[src/rtl/reg_dump_sequencer.sv]
// rtl/reg_dump_sequencer.sv - walks a register mask through the core debug port and streams values out
// Each frame dumps every masked register, then pulses switch_run to advance the core.
module reg_dump_sequencer #(
  parameter int DATA_W        = 32,
  parameter int ADDR_W        = 5,
  parameter int SETTLE_CYCLES = 4,
  parameter int GAP_CYCLES    = 2,
  parameter int RUN_CYCLES    = 16,
  parameter int PERIOD        = 200,
  parameter int CNT_W         = 16
) (
  input  logic                 fastclk,
  input  logic                 reset,
  input  logic                 start,
  input  logic                 auto_en,
  input  logic [2**ADDR_W-1:0] dump_mask,
  output logic [ADDR_W-1:0]    switch_select,
  input  logic [DATA_W-1:0]    reg_read_data_1,
  output logic                 switch_run,
  output logic                 dump_valid,
  input  logic                 dump_ready,
  output logic [ADDR_W-1:0]    dump_index,
  output logic [DATA_W-1:0]    dump_data,
  output logic                 dump_last,
  output logic                 busy,
  output logic [CNT_W-1:0]     frame_count
);

  localparam int MASK_W = 2**ADDR_W;
  localparam int IDLE_W = $clog2(PERIOD + 1);
  localparam int SET_W  = $clog2(SETTLE_CYCLES + 1);
  localparam int GAP_W  = $clog2(GAP_CYCLES + 2);
  localparam int RUN_W  = $clog2(RUN_CYCLES + 1);
  localparam int SG_W   = (SET_W > GAP_W) ? SET_W : GAP_W;
  localparam int STEP_W = (SG_W > RUN_W) ? SG_W : RUN_W;

  localparam logic [IDLE_W-1:0] IDLE_LAST   = IDLE_W'(PERIOD - 1);
  localparam logic [STEP_W-1:0] SETTLE_LAST = STEP_W'(SETTLE_CYCLES - 1);
  localparam logic [STEP_W-1:0] GAP_LAST    = STEP_W'(GAP_CYCLES);
  localparam logic [STEP_W-1:0] RUN_LAST    = STEP_W'(RUN_CYCLES - 1);

  typedef enum logic [2:0] {
    S_IDLE,
    S_SELECT,
    S_PRESENT,
    S_GAP,
    S_RUN
  } state_t;

  state_t              state, state_d;
  logic [IDLE_W-1:0]   idle_cnt, idle_cnt_d;
  logic [STEP_W-1:0]   step_cnt, step_cnt_d;
  logic [MASK_W-1:0]   mask_q, mask_d;
  logic [ADDR_W-1:0]   select_d, index_d;
  logic [DATA_W-1:0]   data_d;
  logic                last_d, valid_d, run_d, busy_d;
  logic [CNT_W-1:0]    count_d;
  logic [MASK_W-1:0]   mask_above;

  // Lowest set bit of m at or above position 'from'; only called with a bit known to exist.
  function automatic logic [ADDR_W-1:0] first_set_from(input logic [MASK_W-1:0] m,
                                                       input logic [ADDR_W:0]   from);
    logic [ADDR_W-1:0] idx;
    idx = '0;
    for (int i = MASK_W - 1; i >= 0; i--) begin
      if (m[i] && (i >= int'(from))) idx = ADDR_W'(i);
    end
    return idx;
  endfunction

  assign mask_above = (mask_q >> switch_select) >> 1;

  always_comb begin
    state_d    = state;
    idle_cnt_d = idle_cnt;
    step_cnt_d = step_cnt;
    mask_d     = mask_q;
    select_d   = switch_select;
    index_d    = dump_index;
    data_d     = dump_data;
    last_d     = dump_last;
    valid_d    = dump_valid;
    run_d      = switch_run;
    count_d    = frame_count;

    case (state)
      S_IDLE: begin
        idle_cnt_d = idle_cnt + IDLE_W'(1);
        if (start || (auto_en && (idle_cnt == IDLE_LAST))) begin
          idle_cnt_d = '0;
          step_cnt_d = '0;
          mask_d     = dump_mask;
          if (dump_mask != '0) begin
            select_d = first_set_from(dump_mask, '0);
            state_d  = S_SELECT;
          end else begin
            state_d  = S_GAP;
          end
        end
      end
      S_SELECT: begin
        if (step_cnt == SETTLE_LAST) begin
          step_cnt_d = '0;
          data_d     = reg_read_data_1;
          index_d    = switch_select;
          last_d     = (mask_above == '0);
          valid_d    = 1'b1;
          state_d    = S_PRESENT;
        end else begin
          step_cnt_d = step_cnt + STEP_W'(1);
        end
      end
      S_PRESENT: begin
        if (dump_valid && dump_ready) begin
          valid_d = 1'b0;
          if (dump_last) begin
            state_d  = S_GAP;
          end else begin
            select_d = first_set_from(mask_q, {1'b0, switch_select} + (ADDR_W + 1)'(1));
            state_d  = S_SELECT;
          end
        end
      end
      S_GAP: begin
        // GAP holds GAP_CYCLES+1 cycles so switch_run rises GAP_CYCLES after the cycle following the last beat.
        if (step_cnt == GAP_LAST) begin
          step_cnt_d = '0;
          run_d      = 1'b1;
          state_d    = S_RUN;
        end else begin
          step_cnt_d = step_cnt + STEP_W'(1);
        end
      end
      S_RUN: begin
        if (step_cnt == RUN_LAST) begin
          step_cnt_d = '0;
          run_d      = 1'b0;
          count_d    = frame_count + CNT_W'(1);
          state_d    = S_IDLE;
        end else begin
          step_cnt_d = step_cnt + STEP_W'(1);
        end
      end
      default: begin
        state_d = S_IDLE;
      end
    endcase

    busy_d = (state_d != S_IDLE);
  end

  always_ff @(posedge fastclk or negedge reset) begin
    if (!reset) begin
      state         <= S_IDLE;
      idle_cnt      <= '0;
      step_cnt      <= '0;
      mask_q        <= '0;
      switch_select <= '0;
      dump_index    <= '0;
      dump_data     <= '0;
      dump_last     <= 1'b0;
      dump_valid    <= 1'b0;
      switch_run    <= 1'b0;
      frame_count   <= '0;
      busy          <= 1'b0;
    end else begin
      state         <= state_d;
      idle_cnt      <= idle_cnt_d;
      step_cnt      <= step_cnt_d;
      mask_q        <= mask_d;
      switch_select <= select_d;
      dump_index    <= index_d;
      dump_data     <= data_d;
      dump_last     <= last_d;
      dump_valid    <= valid_d;
      switch_run    <= run_d;
      frame_count   <= count_d;
      busy          <= busy_d;
    end
  end

endmodule

[config.mk]
export PLATFORM = sky130hd
export DESIGN_NAME = reg_dump_sequencer
export DESIGN_NICKNAME = d
export VERILOG_FILES = /design/src/rtl/reg_dump_sequencer.sv
export SDC_FILE = /design/constraint.sdc
export NUM_CORES = 1
export LEC_CHECK = 0
export CORE_ASPECT_RATIO = 0.9
export CORE_UTILIZATION = 53
export CTS_BUF_LIST = sky130_fd_sc_hd__clkbuf_8 sky130_fd_sc_hd__clkbuf_16
export DETAILED_ROUTE_END_ITERATION = 6
export GPL_TIMING_DRIVEN = 0
export PLACE_DENSITY = 0.91
export SKIP_CTS_REPAIR_TIMING = 1
export SYNTH_ARGS = -nofsm -noshare
export SYNTH_HDL_FRONTEND = slang
export SYNTH_SLANG_ARGS = --single-unit
[constraint.sdc]
create_clock -name fastclk -period 3.4 [get_ports fastclk]
set_clock_uncertainty 0.2 [all_clocks]
set_input_delay 0.85 -clock fastclk [delete_from_list [all_inputs] [get_ports fastclk]]
set_output_delay 0.85 -clock fastclk [all_outputs]
set_load 0.005 [all_outputs]
# ---- After elaboration in Yosys (flattened, before gate mapping)
# Cells that the tools add are included.
dict set report op_classes {
  n_addsub 4
  mul 0
  n_div 0
  n_lt_le_gt_ge 32
  n_eq_ne 15
  shifts 1
  muxes 89
  bitwise_logic 0
  n_reduce_logical 50
}
# op n
set op_table {}
lappend op_table {{two-way mux 5 bit} 72}
lappend op_table {{greater-or-equal comparator 5 x 6 -> 1 bit, first input constant} 16}
lappend op_table {{greater-or-equal comparator 4 x 6 -> 1 bit, first input constant} 8}
lappend op_table {{logical AND 1 bit} 34}
lappend op_table {{logical NOT 32 bit} 1}
lappend op_table {{nonzero test 32 bit} 1}
lappend op_table {{right shift 32 x 5 -> 32 bit} 1}
lappend op_table {{greater-or-equal comparator 3 x 6 -> 1 bit, first input constant} 4}
lappend op_table {{case mux 5 bit (4 select lines)} 1}
lappend op_table {{adder 16 x 1 -> 16 bit, second input constant} 1}
lappend op_table {{two-way mux 3 bit} 5}
lappend op_table {{case mux 3 bit (5 select lines)} 1}
lappend op_table {{!= test 2 bit, second input constant} 7}
lappend op_table {{greater-or-equal comparator 1 x 6 -> 1 bit, first input constant} 2}
lappend op_table {{greater-or-equal comparator 2 x 6 -> 1 bit, first input constant} 2}
lappend op_table {{equality test 5 x 2 -> 1 bit, second input constant} 2}
lappend op_table {{case mux 5 bit (2 select lines)} 1}
lappend op_table {{adder 8 x 1 -> 8 bit, second input constant} 1}
lappend op_table {{equality test 8 bit, second input constant} 1}
lappend op_table {{two-way mux 8 bit} 1}
lappend op_table {{AND reduction 2 bit} 4}
lappend op_table {{adder 5 x 1 -> 6 bit, second input constant} 1}
lappend op_table {{equality test 3 x 2 -> 1 bit, second input constant} 2}
lappend op_table {{AND reduction 3 bit} 2}
lappend op_table {{other kinds (13)} 20}
dict set report word_totals {
  register_bits 110
  latch_bits 0
  ramBits 0
  rom_bits 0
  inputBits 69
  output_inout_bits 62
  elab_cells 203
  memories 0
}

# ---- Logic depth before layout (Yosys ltp)
dict set report logic_depth {
  depth_word 38
  ltp_mapped 12
  depth_no_buf 11
}

# ---- Least setup slack after synthesis
# OpenSTA, ideal clock, no wires.
dict set report synth_path {
  path_kind {register -> register}
  start {register switch_select[0]}
  end {register switch_select[1]}
  setup_ns 0.086
  arrival_time_ns 2.768
  required_time_ns 3.114
  slack_ns 0.346
  path_stages_with_launch 10
  path_buffers 2
  synth_period_minus_slack_ns 3.054
  cell_sequence {dfrtp_1 -> buf_2 -> clkinv_1 -> ha_1 -> clkbuf_1 -> o211ai_1 -> o21ai_0 -> a221o_1 -> or4_1 -> a32oi_1}
}
dict set report synth_between {
  elab_chain_len 38
  elab_cells_between_ends 100
  classes_between {add/sub: 1; order compare: 32; mux: 35; reduce/logical: 32}
}
# item line
set synth_lines {}
lappend synth_lines {{start: declaration} 17} ;# output logic [ADDR_W-1:0] switch_select,
lappend synth_lines {{start signal: assignment} 171} ;# switch_select <= select_d;
lappend synth_lines {{adder 5 x 1 -> 6 bit (*)} 119} ;# select_d = first_set_from(mask_q, {1'b0, switch_select} + (ADDR_W + 1)'(1));
lappend synth_lines {{greater-or-equal comparator 5 x 6 -> 1 bit} 66} ;# if (m[i] && (i >= int'(from))) idx = ADDR_W'(i);
lappend synth_lines {{logical AND 1 bit} 66}
lappend synth_lines {{two-way mux 5 bit (31 in a row)} 66}
lappend synth_lines {{two-way mux 5 bit (*)} 66}
lappend synth_lines {{two-way mux 5 bit (*)} 116} ;# if (dump_last) begin
lappend synth_lines {{two-way mux 5 bit (*)} 114} ;# if (dump_valid && dump_ready) begin
lappend synth_lines {{case mux 5 bit (2 select lines) (*)} 86} ;# case (state)
# Every way passes the cells marked *; elsewhere a longest branch is shown, timed or not. The select of a mux whose other input is x is not followed.
# A chain may end at the register's enable or synchronous reset.

# ---- Final worst setup path
dict set report layout_path {
  start {register switch_select[0]}
  end {register dump_last}
}
dict set report layout_between {
  elab_chain_len 2
}
# item line
set layout_lines {}
lappend layout_lines {{right shift 32 x 5 -> 32 bit} 71} ;# assign mask_above = (mask_q >> switch_select) >> 1;
lappend layout_lines {{logical NOT 32 bit} 106} ;# last_d = (mask_above == '0);
lappend layout_lines {{end signal: assignment} 174} ;# dump_last <= last_d;
lappend layout_lines {{end: declaration} 24} ;# output logic dump_last,
# No other way between the ends.

==> impl_results.md <==
* Largest net degree at the start of global routing at 75
* Clock root buffer: clkbuf_16
* Critical path peak fanout at 10
* Slew Limit Fails at 0
* Worst path most repeated cell: buf_2
* Final antenna-violating net count at 0
* I/O Pins at 131
* Cts bufs inserted at 9
* GRT Util Overall at 0.313
* Vias per cell at 6.29
* Worst path max stage delay at 710 ps
* Die Ht at 108 um
* Yosys reg bits at 110
* First-pass GRT wire length at 31.0 mm
* Area leader, netlist: dfrtp_1
* Crit share post-route at 0.965
* Total chip power at 7.46 mW
* Initial DRC count at 564
* Switching Share at 0.421
* Worst reg2reg setup slack at 120 ps
* Drt pass-1 iters at 5
* Primary FF master, synth: dfrtp_1
* CP max-delay cell: a2111oi_0
* Net switching power at 3.14 mW
* Crit path cell chain: clkbuf_4 > buf_2 > buf_2 > mux2i_1 > nand4_1 > a2111oi_0 > o2111a_1 > nor2_1 > o31ai_1
* Unique masters post-synth at 85
* Max clock buf depth at 2
* Post-route core utilization at 0.703
* TritonCTS clock tree: yes
* Crit path kind: reg2reg
* CP required at 3450 ps
* Pleak at 3.49 nW
* RR Endpoint: dump_last
* Net Count, Synth at 776
* WL final at 19.6 mm
* Dpl ws at -640 ps
* IO buf count at 130
* F_max at 305 MHz
* Run status: finished clean
* Final setup fails at 0
* Pwr/cell area at 875 nW/um^2
* Setup crit start kind: flop
* Vias in the first global route at 5935
* Final WS setup at 118 ps
* Clock-pin slew on the worst setup and hold paths at 70 ps
* Slew @ Worst Pin at 721 ps
* Clock Sinks at 110
* Area contributors post-synth: dfrtp_1 42%, mux2_2 11%, o21ai_0 3.5%
* DRC viols at 0
* Clk_lat worst skew at 360 ps
* Max Cap Viol at 0
* CP Capture Type: flop
* Synth Cell Area at 6620 sq um
* Post-placement cell area at 8140 sq um
* Layout Nets at 916
* Post-synth EDFFs at 0
* Ant diodes at 0
* Relative slew slack at 0.507
* Synth top cells by count: 110 x dfrtp_1, 67 x mux2_2, 58 x nand2_1, 57 x nor2_1, 46 x o21ai_0
* Post-synthesis sequential area ratio at 0.416
* WL/cell at 19.5 um
* Ys Warns at 0
* Worst hold path type: in2async
* Rows at 38
* Starting density of the core at 0.546
* CTS H-tree depth at 3
* Fin. Hold Viols at 0
* Clock share of power at 0.148
* Core area at 12100 sq um
* Synthesized area per cell at 9.48 sq um
* Total Die Area at 12900 sq um
* GPL Wtd Cong at 0.981
* Worst r2r src: switch_select[0]
* Cells after synthesis at 698
* Worst VDD drop at 0.499 mV
* Via count at 6308
* Fin Setup TNS at 0 ps
* Pint at 4.32 mW
* Comb power frac at 0.533
* Worst EP arrival at 3340 ps
* Initial antenna violation count at 0
* Sequential Power Share at 0.318
* Area share of the largest cell type after synthesis at 0.416
* Layout cells sized above 1 at 0.157
* Design area at 8530 sq um
* Area delta synth->final at 28.9%
* FF-to-FF path depth at 9
* Min cycle time layout at 3280 ps
* Die X at 120 um
* HPWL after detailed placement at 14.6 mm
* Grt total ovfl at 0
* Post-synth ARST share at 1.00
* Most frequent cell after synthesis: dfrtp_1
-- placed cells by master, fill, tap and decap left out, drive strengths merged, types with 11 or more instances in the layout --
cell type      Yosys  routed
buf               15      17
dfrtp            110     110
clkdlybuf4s50      0     129
clkbuf            16      24
and2              12      12
a211oi            13      13
xnor2             14      14
a31oi             11      11
inv               23      24
nor3              16      16
mux2              67      67
nand3             23      23
nor2              58      58
o21ai             48      48
nor4              11      11
nand2             59      59
a21oi             40      40
-- cell families (layout without fill, tap and decap cells) --
group,after synthesis,count (layout),share of synthesized area
fa+ha+maj,10,10,0.0187
compound gates,196,196,0.202
mux,72,72,0.122
flops,110,110,0.416
buf+inv,55,200,0.0369
simple gates,233,233,0.175
xor+xnor,22,22,0.0303
-- worst max-delay path: cells and delay by family (launching register included) --
kind                   cells  cell delay (ps)
AND/OR/NAND/NOR            2              180
AO/OA/AOI/OAI              3             1240
multiplexers               1              220
flip-flops                 1              430
buffers and inverters      3              910
-- stage by stage --
| step | hold WS, ps | instances |
|---|---|---|
| global route | 300 | 1003 |
| floorplan | 268 | 698 |
| finish | 268 | 1003 |
| CTS | 273 | 1005 |
| global placement | 260 | 988 |
| detailed placement | 271 | 989 |
-- layout make-up --
cell class	instances	area [sq um]
plain buffers	28	151
clock buffers	10	239
clock inverters	6	80.1
fillers	936	3600
inverters	24	96.3
multi-input cells	533	3670
flip-flops and latches	110	2760
well taps	160	200
repair buffers	132	1330
-- power groups by stage --
stage	clock (mW)	combinational [mW]	sequential, mW
after CTS	1.14	3.85	2.35
after detailed placement	0	3.81	2.37
after global routing	1.18	4.30	2.43
after floorplan	0	2.46	2.24
after global placement	0	3.76	2.33
final	1.11	3.98	2.37
-- flip-flops by register name, summed over array words and instances, names as in the netlist, 3 cells and up --
name and flops:
dump_index 5, state 3, frame_count 16, mask_q 32
dump_data 32, step_cnt 5, idle_cnt 8, switch_select 5
-- routing by layer --
layer,track usage,share of wire
met5,0,0
met4,0.122,0.022
met3,0.101,0.12
met2,0.474,0.44
met1,0.416,0.42
-- how the worst max path moves through the flow --
stage                     slack [ps]                to        startpoint
after detailed placement        -640  switch_select[3]     dump_mask[11]
final                            120         dump_last  switch_select[0]
after global routing              -4  switch_select[1]  switch_select[0]
after floorplan                  350  switch_select[1]  switch_select[0]
after global placement         -2930     dump_data[12]             reset
after CTS                       -520  switch_select[2]  switch_select[1]
No activity file was read; power rests on OpenSTA's default activity.
